File: config.mk
export PLATFORM = sky130hd
export DESIGN_NAME = vdp_io_arbiter
export DESIGN_NICKNAME = d
export VERILOG_FILES = /design/src/rtl/vdp_io_pkg.sv /design/src/rtl/vdp_io_arbiter.sv
export SDC_FILE = /design/constraint.sdc
export NUM_CORES = 1
export LEC_CHECK = 0
export CAP_MARGIN = 30
export CORE_ASPECT_RATIO = 0.75
export CORE_MARGIN = 5
export CORE_UTILIZATION = 47
export CTS_BUF_LIST = sky130_fd_sc_hd__clkbuf_4 sky130_fd_sc_hd__clkbuf_8
export DETAILED_ROUTE_END_ITERATION = 7
export GPL_TIMING_DRIVEN = 1
export PLACE_DENSITY = 0.78
export SETUP_SLACK_MARGIN = 0.4
export SKIP_CTS_REPAIR_TIMING = 1
export SYNTH_ARGS = -nofsm -noshare
export SYNTH_HDL_FRONTEND = slang
export SYNTH_SLANG_ARGS = --single-unit
File: constraint.sdc
create_clock -name clk -period 2 [get_ports clk]
set_input_delay 0.4 -clock clk [delete_from_list [all_inputs] [get_ports clk]]
set_output_delay 0.4 -clock clk [all_outputs]
set_load 0.05 [all_outputs]
File: src/rtl/vdp_io_pkg.sv
// Shared types and constants for the VDP I/O arbiter.
// Holds the FSM state enum, the VDP port numbers and the pending-access payload.
package vdp_io_pkg;

    localparam int unsigned GAP_W  = 4;
    localparam int unsigned PORT_W = 2;
    localparam int unsigned DATA_W = 8;
    localparam int unsigned REG_W  = 6;

    localparam logic [PORT_W-1:0] PORT_DATA      = 2'd0;
    localparam logic [PORT_W-1:0] PORT_CTRL      = 2'd1;
    localparam logic [DATA_W-1:0] REG_WRITE_FLAG = 8'h80;

    typedef enum logic [1:0] {
        ST_IDLE  = 2'd0,
        ST_INT_1 = 2'd1,
        ST_INT_2 = 2'd2
    } vdp_state_e;

    typedef struct packed {
        logic              wr;
        logic [PORT_W-1:0] port;
        logic [DATA_W-1:0] data;
    } io_acc_t;

endpackage

File: src/rtl/vdp_io_arbiter.sv
// Merges CPU port strobes and internal register writes onto one VDP I/O strobe,
// enforcing a minimum idle gap and keeping internal two-byte register writes atomic.
module vdp_io_arbiter
    import vdp_io_pkg::*;
#(
    parameter int unsigned MIN_GAP = 2
) (
    input  logic              clk,
    input  logic              reset,
    input  logic              cpu_req,
    input  logic              cpu_wr,
    input  logic [PORT_W-1:0] cpu_port,
    input  logic [DATA_W-1:0] cpu_data,
    input  logic              cfg_valid,
    input  logic [REG_W-1:0]  cfg_reg,
    input  logic [DATA_W-1:0] cfg_value,
    output logic              cfg_ready,
    output logic              vdp_io_req,
    output logic              vdp_io_wr,
    output logic [PORT_W-1:0] vdp_port,
    output logic [DATA_W-1:0] vdp_data_in,
    output logic              cpu_overrun
);

    vdp_state_e        state_q, state_d;
    logic [GAP_W-1:0]  gap_q, gap_d;
    io_acc_t           pend_q, pend_d;
    logic              pend_vld_q, pend_vld_d;
    logic              phase_q, phase_d;
    logic              overrun_q, overrun_d;
    logic [REG_W-1:0]  reg_q, reg_d;
    logic              req_q, req_d;
    logic              wr_q, wr_d;
    logic [PORT_W-1:0] port_q, port_d;
    logic [DATA_W-1:0] data_q, data_d;

    io_acc_t cpu_acc;
    io_acc_t pend_eff;
    logic    pend_eff_vld;
    logic    slot_free;
    logic    cfg_fire;
    logic    cpu_issue;
    logic    byte2_issue;

    assign cpu_acc      = io_acc_t'{wr: cpu_wr, port: cpu_port, data: cpu_data};
    // A strobe arriving this cycle counts as pending so an idle bus issues it next cycle.
    assign pend_eff_vld = pend_vld_q | cpu_req;
    assign pend_eff     = pend_vld_q ? pend_q : cpu_acc;
    // Also blocks back-to-back pulses when MIN_GAP is 0.
    assign slot_free    = (gap_q == '0) && !req_q;

    assign cfg_ready    = !reset && (state_q == ST_IDLE) && slot_free &&
                          !pend_vld_q && !cpu_req && !phase_q;
    assign cfg_fire     = cfg_valid && cfg_ready;
    assign cpu_issue    = (state_q == ST_IDLE) && slot_free && pend_eff_vld;
    assign byte2_issue  = (state_q == ST_INT_2) && slot_free;

    always_ff @(posedge clk or posedge reset) begin
        if (reset) begin
            state_q <= ST_IDLE;
        end else begin
            state_q <= state_d;
        end
    end

    always_comb begin
        state_d = state_q;
        unique case (state_q)
            ST_IDLE:  if (cfg_fire) state_d = ST_INT_1;
            ST_INT_1: state_d = ST_INT_2;
            ST_INT_2: if (byte2_issue) state_d = ST_IDLE;
            default:  state_d = ST_IDLE;
        endcase
    end

    always_comb begin
        req_d      = 1'b0;
        wr_d       = wr_q;
        port_d     = port_q;
        data_d     = data_q;
        gap_d      = (gap_q == '0) ? gap_q : gap_q - GAP_W'(1);
        pend_d     = pend_q;
        pend_vld_d = pend_vld_q;
        phase_d    = phase_q;
        overrun_d  = overrun_q;
        reg_d      = reg_q;

        if (cpu_issue) begin
            req_d  = 1'b1;
            wr_d   = pend_eff.wr;
            port_d = pend_eff.port;
            data_d = pend_eff.data;
            gap_d  = GAP_W'(MIN_GAP);
            if (pend_eff.port == PORT_CTRL) begin
                phase_d = pend_eff.wr ? !phase_q : 1'b0;
            end
            // A strobe coinciding with a buffered issue refills the buffer.
            if (pend_vld_q) begin
                pend_vld_d = cpu_req;
                pend_d     = cpu_acc;
            end else begin
                pend_vld_d = 1'b0;
            end
        end else if (cpu_req) begin
            if (pend_vld_q) begin
                overrun_d = 1'b1;
            end else begin
                pend_vld_d = 1'b1;
                pend_d     = cpu_acc;
            end
        end

        if (cfg_fire) begin
            req_d  = 1'b1;
            wr_d   = 1'b1;
            port_d = PORT_CTRL;
            data_d = cfg_value;
            gap_d  = GAP_W'(MIN_GAP);
            reg_d  = cfg_reg;
        end

        if (byte2_issue) begin
            req_d  = 1'b1;
            wr_d   = 1'b1;
            port_d = PORT_CTRL;
            data_d = REG_WRITE_FLAG | DATA_W'(reg_q);
            gap_d  = GAP_W'(MIN_GAP);
        end
    end

    always_ff @(posedge clk or posedge reset) begin
        if (reset) begin
            gap_q      <= '0;
            pend_q     <= '0;
            pend_vld_q <= 1'b0;
            phase_q    <= 1'b0;
            overrun_q  <= 1'b0;
            reg_q      <= '0;
            req_q      <= 1'b0;
            wr_q       <= 1'b0;
            port_q     <= '0;
            data_q     <= '0;
        end else begin
            gap_q      <= gap_d;
            pend_q     <= pend_d;
            pend_vld_q <= pend_vld_d;
            phase_q    <= phase_d;
            overrun_q  <= overrun_d;
            reg_q      <= reg_d;
            req_q      <= req_d;
            wr_q       <= wr_d;
            port_q     <= port_d;
            data_q     <= data_d;
        end
    end

    assign vdp_io_req  = req_q;
    assign vdp_io_wr   = wr_q;
    assign vdp_port    = port_q;
    assign vdp_data_in = data_q;
    assign cpu_overrun = overrun_q;

endmodule

== Word level (Yosys, flattened, before mapping) ==
Cells that the tools add are included.

* Register bits after elaboration: 38
* Bits of input ports: 29
* Output and inout port bits: 14
* Word-level logic and storage cells: 73

* Add/sub/neg operators: 1
* Eq/ne operators: 7
* Muxes and demuxes: 27
* Bitwise operators: 2
* Reductions and logical operators: 23

{| class="wikitable"
|+ Operators with widths
! operator !! number
|-
| two-way mux 11 bit || 4
|-
| two-way mux 8 bit || 3
|-
| two-way mux 4 bit || 4
|-
| logical AND 1 bit || 10
|-
| two-way mux 1 bit || 10
|-
| two-way mux 2 bit || 5
|-
| != test 2 bit (second input constant) || 3
|-
| case mux 2 bit (3 select lines) || 1
|-
| AND reduction 2 bit || 3
|-
| zero test 1 bit || 5
|-
| equality test 2 x 1 -> 1 bit (second input constant) || 2
|-
| zero test 4 bit || 1
|-
| != test 4 bit (second input constant) || 1
|-
| subtractor 4 x 1 -> 4 bit (second input constant) || 1
|-
| AND reduction 3 bit || 1
|-
| nonzero test 3 bit || 1
|-
| equality test 2 bit (second input constant) || 1
|-
| zero test 2 bit || 1
|-
| nonzero test 2 bit || 1
|-
| NOT 1 bit || 1
|-
| OR 1 bit || 1
|}

== Longest topological paths before layout ==
Gate-level depths: netlist (run 1).

* Depth in word-level cells: 9
* Depth in mapped cells: 8
* Depth with buffers taken out: 6

== Worst setup path after synthesis (run 1) ==
No wires, ideal clock.

* Path kind: register to output
* Start: reg req_q (netlist: vdp_io_req)
* End: out cfg_ready
* Arrival: 2.090 ns
* Required time: 1.600 ns
* Slack: -0.490 ns
* Stages on the path, launching flop included: 6
* Buffers on the path: 2
* Path through: dfrtp_1 -> or4b_1 -> buf_4 -> nor2_2 -> buf_4 -> and3_1

* Word-level cells in the longest chain between the ends: 6

{| class="wikitable"
|+ RTL lines
! item !! RTL line !! source
|-
| start: declaration || vdp_io_arbiter.sv:32 || <nowiki>logic req_q, req_d;</nowiki>
|-
| start signal: assignment || vdp_io_arbiter.sv:150 || <nowiki>req_q <= req_d;</nowiki>
|-
| zero test 1 bit || vdp_io_arbiter.sv:50 || <nowiki>assign slot_free = (gap_q == '0) && !req_q;</nowiki>
|-
| logical AND 1 bit || vdp_io_arbiter.sv:50 ||
|-
| logical AND 1 bit (2 in a row) || vdp_io_arbiter.sv:52 || <nowiki>assign cfg_ready = !reset && (state_q == ST_IDLE) && slot_free &&</nowiki>
|-
| logical AND 1 bit (2 in a row) || vdp_io_arbiter.sv:53 || <nowiki>!pend_vld_q && !cpu_req && !phase_q;</nowiki>
|-
| end: declaration || vdp_io_arbiter.sv:17 || <nowiki>output logic cfg_ready,</nowiki>
|}

No other way between the ends.

== Worst setup path after layout (run 1) ==
* Start: reg gap_q[0]
* End: out cfg_ready

* Word-level cells in the longest chain between the ends: 6

{| class="wikitable"
|+ RTL lines
! item !! RTL line !! source
|-
| start: declaration || vdp_io_arbiter.sv:26 || <nowiki>logic [GAP_W-1:0] gap_q, gap_d;</nowiki>
|-
| start signal: assignment || vdp_io_arbiter.sv:144 || <nowiki>gap_q <= gap_d;</nowiki>
|-
| zero test 4 bit || vdp_io_arbiter.sv:50 ||
|-
| logical AND 1 bit || vdp_io_arbiter.sv:50 ||
|-
| logical AND 1 bit (2 in a row) || vdp_io_arbiter.sv:52 ||
|-
| logical AND 1 bit (2 in a row) || vdp_io_arbiter.sv:53 ||
|}

No other way between the ends.

==> results of run 1 <==
routing by layer:
layer  routed length [um]  global-route usage, %  up-vias
li1                     -                      -      778
met1                 2240                   23.4      787
met2                 2270                   28.6       43
met3                  261                   3.83        4
met4                   22                   3.95        0
met5                    0                      0        -
area by class of cell:
type | instances | share of cell area (%)
Multi-Input combinational cell | 122 | 36.6
Inverter | 8 | 1.03
Sequential cell | 38 | 32.8
Tap cell | 55 | 2.37
Clock buffer | 6 | 2.84
Clock inverter | 2 | 0.431
Timing Repair Buffer | 64 | 23.9
power groups by stage:
stage / Clock [W] / Sequential [W] / Combinational [W]
after floorplan: 0 / 0.00164 / 0.00121
after global placement: 0 / 0.00131 / 0.00214
after detailed placement: 0 / 0.00131 / 0.00220
after CTS: 0.000561 / 0.00130 / 0.00220
after global routing: 0.000605 / 0.00136 / 0.00260
final: 0.000559 / 0.00131 / 0.00240
worst max-delay path by stage:
| stage | endpoint | slack, ns | cells after the start |
|---|---|---|---|
| finish | cfg_ready | -0.20 | 6 |
| global route | cfg_ready | -0.27 | 6 |
| CTS | cfg_ready | -0.26 | 6 |
| detailed placement | pend_vld_q | 0.02 | 5 |
| global placement | pend_vld_q | 0.04 | 5 |
| floorplan | cfg_ready | -0.16 | 7 |
critical path: stages, from the launching register on:
cell and delay, ns:
dfrtp_1 0.39, inv_2 0.08, ha_4 0.13, or4b_4 0.47
nor2_4 0.13, and3_4 0.19, buf_12 0.13
per-stage QoR:
stage | setup WS [ns] | instance area (um2) | total power (W) | instances
CTS | -0.265 | 2720 | 0.00407 | 290
global route | -0.273 | 2900 | 0.00456 | 295
floorplan | -0.163 | 2030 | 0.00285 | 178
detailed placement | 0.0156 | 2630 | 0.00351 | 282
finish | -0.202 | 2900 | 0.00427 | 295
global placement | 0.0353 | 2630 | 0.00345 | 282
cells in the final DEF, fill, tap and decap left out, types with 7 or more instances in the layout:
| master | synthesis | routed |
|---|---|---|
| mux2i_1 | 35 | 34 |
| buf_4 | 2 | 16 |
| a21oi_1 | 7 | 7 |
| dlymetal6s2s_1 | 0 | 13 |
| clkdlybuf4s50_1 | 0 | 28 |
| dfrtp_1 | 38 | 37 |
| o21ai_0 | 13 | 7 |
| nand2_1 | 7 | 7 |
cell families after synthesis:
family	Yosys count	synth area share [%]
XOR/XNOR	1	0.439
buffers and inverters	18	4.64
adder cells (fa/ha/maj)	2	1.19
AO/OA/AOI/OAI	44	15.9
flip-flops	38	47.6
multiplexers	42	21.5
AND/OR/NAND/NOR	33	8.77
registers in the layout, indices dropped and copies added (netlist names):
name,cells
vdp_data_in,8
pend_q,11
gap_q,4
vdp_port,2
pend_vld_q,1
state_q,2
vdp_io_wr,1
reg_q,6
cpu_overrun,1
vdp_io_req,1
phase_q,1
==> flow_summary.yaml, run 1 <==
worst_setup_path:
  startpoint_type: "register"
  worstPathMaxFanout: 2
  crit_required_ns: 1.60
  crit_start: "gap_q[0]"
  r2r_slack_ns: -0.08
  r2r.worst_path.cells: 6
  reg2reg_to: "pend_vld_q"
  critPathKind: "register to primary output"
  crit_path_end_kind: "primary output"
  critPathArrivalTime_ns: 1.80
  worstReg2RegStart: "gap_q[0]"
placement:
  routabilityCongestion: 0.820
  place_hpwl_mm: 3.39
  io_buffer_count: 42
timing:
  setup_tns_ns: -0.452
  slew_headroom_pct: 65.2
  setup_viol_count_final: 10
  slew_viol_final: 0
  max_clock_freq_mhz: 454
  hold_ws_ns: 0.365
  fin_ws_ns: -0.202
  finalCriticalPeriod_ns: 2.20
  worst_pin_slew_ns: 0.521
  rsz0062_at_grt: "true"
  fin_skew_ns: 0.00929
  timing_hold_violations_final: 0
  fin_crit_sh_pct: 110
pwr:
  powerDensity_nw_per_um2: 1470
  p_sw_share_pct: 40.8
  leakage_nw: 1.48
  cell_internal_pwr_w: 0.00253
  share_seq_of_total_power_pct: 30.7
  combPwrFrac_pct: 56.2
  clkPwrFrac_pct: 13.1
  irDropWorstVdd_mv: 0.850
  p_sw_w: 0.00175
outcome:
  failed_checks: "setup timing"
  status: "complete, but fails checks"
finish:
  final_nets: 269
  multi_input_area_um2: 1060
  drive_above_1_share_pct: 24.6
  insertedDiodeCount: 0
  area_growth_pct: 45.4
  regArea_um2: 952
  utilization_pct: 71.2
  n_fill_cell: 298
yosys:
  syn_area_per_cell_um2: 11.2
  syn_nets: 208
  synth.most_common_cell: "dfrtp_1"
  syn-cell-area_um2: 2000
  synth_area_leaders: "dfrtp_1 48%, mux2i_1 18%, mux2_2 3.9%, o21ai_0 3.3%, a221o_1 3.0%"
  ys_seq_area_share_pct: 47.6
  yosysTopAreaCell: "dfrtp_1"
  async_flop_share_pct: 100
  synthCells: 178
  synthDistinctLibCells: 41
  yosysWarnings: 0
  synth_top_area_share_pct: 47.6
  synthFlopType: "dfrtp_1"
  synth_edf_count: 0
  ys_ff_latch: 38
  synthTopCellsByCount: "38 x dfrtp_1, 35 x mux2i_1, 13 x o21ai_0"
detailed_routing:
  wl_mm: 4.79
  wl_per_cell_um: 16.2
  drc_errors: 0
  drt_iter0_markers: 58
  ant_nets: 0
  dr.pass1.iters: 4
  vias_per_cell: 5.46
  via_count: 1612
run:
  max-cap-violations: 0
global_route:
  grt_pass1_vias: 1654
  overflow: 0
  track_usage_pct: 17.3
  antenna_found_initial: 0
  grt_pass1_wl_mm: 7.76
  grt_max_degree: 35
floorplan:
  dieArea_um2: 5670
  die_height_um: 66.5
  initial_utilization_pct: 49.0
  num_io_pins: 43
  dieWidth_um: 85.3
  coreArea_um2: 4080
  rows: 20
clock_network:
  cts_buffers: 5
  cts.clk_slew.worst_paths_ns: 0.08
  cts_tree: "built"
  clock_path_buffers: 2
  clock_latency_ns: 0.29
  numClockSinks: 38
  htreeDepth: 2
  clockRootBuffer: "clkbuf_8"
min_path:
  hp-class: "primary input to asynchronous set/reset pin"
No activity file was read; power rests on OpenSTA's default activity.
==> run 2, diff against run 1 <==
Settings changed: CORE_UTILIZATION 47 to 35, PLACE_DENSITY 0.78 to default.
==> flow_summary.yaml, run 2 (same netlist as run 1, synthesis figures left out) <==
pwr:
  p_sw_w: 0.00172
  p_sw_share_pct: 40.4
  combPwrFrac_pct: 53.7
  leakage_nw: 1.45
  cell_internal_pwr_w: 0.00254
  share_seq_of_total_power_pct: 30.9
  powerDensity_nw_per_um2: 1480
  clkPwrFrac_pct: 15.4
  power_w: 0.00426
  irDropWorstVdd_mv: 0.706
placement:
  routabilityCongestion: 0.800
  dp_worst_setup_slack_ns: -0.00259
  io_buffer_count: 42
  place_hpwl_mm: 3.58
worst_setup_path:
  critPathArrivalTime_ns: 1.85
  cp_slowest_cell: "or4b_4"
  slowest_delay_ns: 0.50
  crit_family: "simple AND/OR/NAND/NOR gates"
  reg2reg_to: "pend_q[2]"
  crit_start: "gap_q[0]"
  worstPathMaxFanout: 4
  critPathBufInv: 2
  cp.depth: 6
  worstReg2RegStart: "gap_q[0]"
  crit_required_ns: 1.60
  critPathKind: "register to primary output"
  startpoint_type: "register"
  r2r.worst_path.cells: 9
  crit_end: "cfg_ready"
  crit_path_end_kind: "primary output"
  crit_chain: "inv_2 > ha_4 > or4b_4 > nor2_4 > and3_4 > buf_12"
  r2r_slack_ns: -0.16
detailed_routing:
  dr.pass1.iters: 4
  drc_errors: 0
  wl_per_cell_um: 15.9
  ant_nets: 0
  via_count: 1612
  vias_per_cell: 5.13
  drt_iter0_markers: 64
  wl_mm: 5.00
clock_network:
  cts.clk_slew.worst_paths_ns: 0.08
  htreeDepth: 2
  clockRootBuffer: "clkbuf_8"
  cts_buffers: 5
  cts_tree: "built"
  clock_path_buffers: 2
  numClockSinks: 38
  clock_latency_ns: 0.30
global_route:
  grt_most_used_layer: "met2"
  grt_pass1_wl_mm: 8.08
  grt_pass1_vias: 1660
  use_met1_pct: 18.8
  grt_use_met3_pct: 5.03
  met2_usage_pct: 22.4
  track_usage_pct: 14.1
  overflow: 0
  antenna_found_initial: 0
  grt_max_degree: 31
outcome:
  status: "complete, but fails checks"
  failed_checks: "setup timing"
finish:
  layout_common_cells: "37 x dfrtp_1, 35 x mux2i_1, 28 x clkdlybuf4s50_1"
  drive_above_1_share_pct: 23.8
  layout_commonest_cell: "dfrtp_1"
  area_growth_pct: 44.3
  top_register: "pend_q"
  largest_reg_flops: 11
  final_nets: 268
  n_fill_cell: 471
  insertedDiodeCount: 0
timing:
  max_clock_freq_mhz: 444
  slew_viol_final: 0
  slew_headroom_pct: 65.2
  setup_viol_count_final: 14
  fin_skew_ns: 0.00579
  hold_ws_ns: 0.448
  setup_tns_ns: -1.73
  finalCriticalPeriod_ns: 2.25
  rsz0062_at_grt: "true"
  worst_pin_slew_ns: 0.522
  fin_crit_sh_pct: 113
  fin_ws_ns: -0.250
  timing_hold_violations_final: 0
floorplan:
  dieArea_um2: 7330
  rows: 23
  num_io_pins: 43
  die_height_um: 75.4
  dieWidth_um: 97.2
  initial_utilization_pct: 36.7
  coreArea_um2: 5440
min_path:
  hp-class: "primary input to asynchronous set/reset pin"
run:
  max-cap-violations: 0
==> run 2: metal layers <==
metal	share of wire, %	vias to the layer above
met5	0	-
met1	49	790
met3	5.2	3
met4	0.60	0
met2	45	40
li1	-	779
==> run 2: how the worst min path moves through the flow <==
stage / endpoint / slack, ns
CTS: cpu_overrun / 0.45
global route: vdp_io_wr / 0.50
floorplan: reg_q[0] / 0.47
global placement: cpu_overrun / 0.47
detailed placement: vdp_data_in[2] / 0.47
finish: vdp_io_wr / 0.45
==> run 2: area by class of cell <==
cell class,count,area [um2],share of cell area (%)
Timing Repair Buffer,62,654,22.7
Sequential cell,38,952,33.0
Inverter,8,30.0,1.04
Clock buffer,5,68.8,2.39
Clock inverter,3,40.0,1.39
Tap cell,75,93.8,3.26
Multi-Input combinational cell,123,1040,36.2
==> run 2: stage by stage <==
stage	utilization, %	cell area [um2]	cells
floorplan	-	2030	178
global placement	48.7	2650	302
detailed placement	48.7	2650	302
CTS	50.7	2760	310
global route	53.0	2880	314
finish	53.0	2880	314
==> run 2: power groups by stage <==
stage	logic [W]	clock network [W]	registers, W
after global placement	0.00216	0	0.00133
after CTS	0.00219	0.000674	0.00132
after detailed placement	0.00218	0	0.00133
final	0.00229	0.000656	0.00132
after global routing	0.00249	0.000709	0.00136
after floorplan	0.00121	0	0.00164
==> run 3, diff against run 2 <==
Settings changed: ABC_AREA from default to 1, CTS_CLUSTER_SIZE from default to 12.
==> flow_summary.yaml, run 3 <==
finish:
  drive_above_1_share_pct: 17.8
  insertedDiodeCount: 0
  top_register: "pend_q"
  layout_common_cells: "114 x nand2_1, 37 x dfrtp_1, 31 x inv_1"
  stdcell_count: 421
  final_nets: 372
  area_growth_pct: 39.6
  multi_input_area_um2: 996
  regArea_um2: 952
  n_fill_cell: 581
  largest_reg_flops: 11
  layout_commonest_cell: "nand2_1"
global_route:
  use_met1_pct: 19.4
  met2_usage_pct: 21.0
  overflow: 0
  antenna_found_initial: 0
  grt_most_used_layer: "met2"
  grt_pass1_vias: 1891
  grt_max_degree: 39
  grt_pass1_wl_mm: 8.62
  track_usage_pct: 13.9
  grt_use_met3_pct: 3.54
pwr:
  powerDensity_nw_per_um2: 1400
  irDropWorstVdd_mv: 0.461
  leakage_nw: 1.66
placement:
  dp.cells: 404
  place_hpwl_mm: 3.82
  dp_worst_setup_slack_ns: 0.0540
  routabilityCongestion: 0.778
  io_buffer_count: 42
yosys:
  syn-cell-area_um2: 2100
  synth_compound_area_share_pct: 8.52
  yosysTopAreaCell: "dfrtp_1"
  syn_nets: 311
  synthDistinctLibCells: 27
  yosysWarnings: 0
  synthCells: 281
  synthFlopType: "dfrtp_1"
  synth_top_area_share_pct: 45.3
  synth_top_family_by_area: "simple AND/OR/NAND/NOR gates"
  syn_area_per_cell_um2: 7.47
  synthXorXnorAreaFrac_pct: 0
  synth_area_leaders: "dfrtp_1 45%, nand2_1 21%, inv_1 6.4%, o21ai_0 4.8%, nand4_1 4.2%"
  synth_fa_ha_area_share_pct: 0.596
  synth.most_common_cell: "nand2_1"
  muxShareOfSynthArea_pct: 0.954
  async_flop_share_pct: 100
  synth_edf_count: 0
  synth_simple_gate_area_share_pct: 34.6
  ys_seq_area_share_pct: 45.3
  ys_ff_latch: 38
  synthTopCellsByCount: "116 x nand2_1, 38 x dfrtp_1, 36 x inv_1"
clock_network:
  cts_tree: "built"
  clockRootBuffer: "clkbuf_8"
  clock_path_buffers: 2
  htreeDepth: 2
  cts.clk_slew.worst_paths_ns: 0.07
  clock_latency_ns: 0.29
  numClockSinks: 38
  cts_buffers: 5
timing:
  rsz0062_at_grt: "true"
  slew_viol_final: 0
  fin_ws_ns: 0.0855
  worst_pin_slew_ns: 0.515
  timing_hold_violations_final: 0
  finalCriticalPeriod_ns: 1.91
  fin_skew_ns: 0.00464
  fin_crit_sh_pct: 95.7
  max_clock_freq_mhz: 522
  slew_headroom_pct: 65.6
  setup_viol_count_final: 0
  hold_ws_ns: 0.455
worst_setup_path:
  worstPathMaxFanout: 5
  r2r_slack_ns: 0.30
  crit_chain: "inv_2 > ha_4 > nand3_4 > nor2_4 > buf_6 > nand2_4 > clkinvlp_4 > buf_12"
  crit_start: "gap_q[0]"
  r2r.worst_path.cells: 9
  crit_end: "cfg_ready"
  cp_slowest_cell: "dfrtp_1"
  reg2reg_to: "vdp_data_in[1]"
  startpoint_type: "register"
  slowest_delay_ns: 0.39
  crit_required_ns: 1.60
  worstReg2RegStart: "gap_q[0]"
  crit_path_end_kind: "primary output"
  critPathArrivalTime_ns: 1.51
  critPathKind: "register to primary output"
outcome:
  status: "finished clean"
detailed_routing:
  drc_errors: 0
  via_count: 1947
  wl_mm: 5.31
  wl_per_cell_um: 12.6
  dr.pass1.iters: 4
  drt_iter0_markers: 82
  vias_per_cell: 4.62
  ant_nets: 0
min_path:
  min_from: "state_q[1]"
  hold_depth: 1
  hp-class: "register to register"
floorplan:
  die_height_um: 77.1
  rows: 24
  coreArea_um2: 5830
  initial_utilization_pct: 36.0
  dieWidth_um: 99.4
  num_io_pins: 43
  dieArea_um2: 7660
run:
  max-cap-violations: 0
-- run 3: cell count changes after synthesis, moves of 5 or more --
cell,previous run,this run
mux2_2,7,0
o21ai_0,13,20
nand3_1,3,16
mux2i_1,35,2
nand2_1,7,116
a21oi_1,7,2
nand4_1,0,14
o21ai_2,1,7
a221o_1,6,0
inv_1,8,36
o2bb2ai_1,6,0
-- run 3: report_power, final --
group	total [W]	switching, W	internal [W]
logic	0.00226	0.00140	0.000861
registers	0.00119	0.000136	0.00105
clock network	0.000667	0.000267	0.000400
-- run 3: kinds of logic after synthesis --
group	Yosys count
buffers and inverters	48
adder cells (fa/ha/maj)	1
AND/OR/NAND/NOR	162
AO/OA/AOI/OAI	30
multiplexers	2
flip-flops	38
-- run 3: how the worst min path moves through the flow --
stage	endpoint	slack, ns
floorplan	state_q[1]	0.42
global placement	state_q[1]	0.45
global route	cpu_overrun	0.49
CTS	state_q[1]	0.46
finish	state_q[1]	0.45
detailed placement	state_q[1]	0.45
-- run 3: metal layers --
metal  wire (um)  share of wire, %
met5           0                 0
met4          56               1.1
met3         295               5.6
met2        2260                43
met1        2700                51
-- run 3: area by class of cell --
| type | count | area share, % |
|---|---|---|
| tap | 78 | 3.33 |
| sequential | 38 | 32.5 |
| timing repair buffer | 62 | 21.1 |
| inverter | 38 | 5.25 |
| clock buffer | 7 | 2.86 |
| clock inverter | 1 | 1.02 |
| multi-input combinational | 197 | 34.0 |
-- run 3: worst max-delay path: cells and delay by family (launching register included) --
family	cells	cell delay [ns]
DFF	1	0.39
buffers and inverters	4	0.42
adders and majority gates	1	0.17
and+or+nand+nor	3	0.25
-- run 3: stage by stage --
stage | total power [W] | setup TNS (ns) | area, um2 | util [%]
finish | 0.00411 | 0 | 2930 | 50.3
global route | 0.00447 | -0.0101 | 2930 | 50.3
CTS | 0.00403 | -0.0570 | 2800 | 48.1
detailed placement | 0.00335 | 0 | 2690 | 46.2
global placement | 0.00330 | 0 | 2690 | 46.2
floorplan | 0.00278 | 0 | 2130 | -
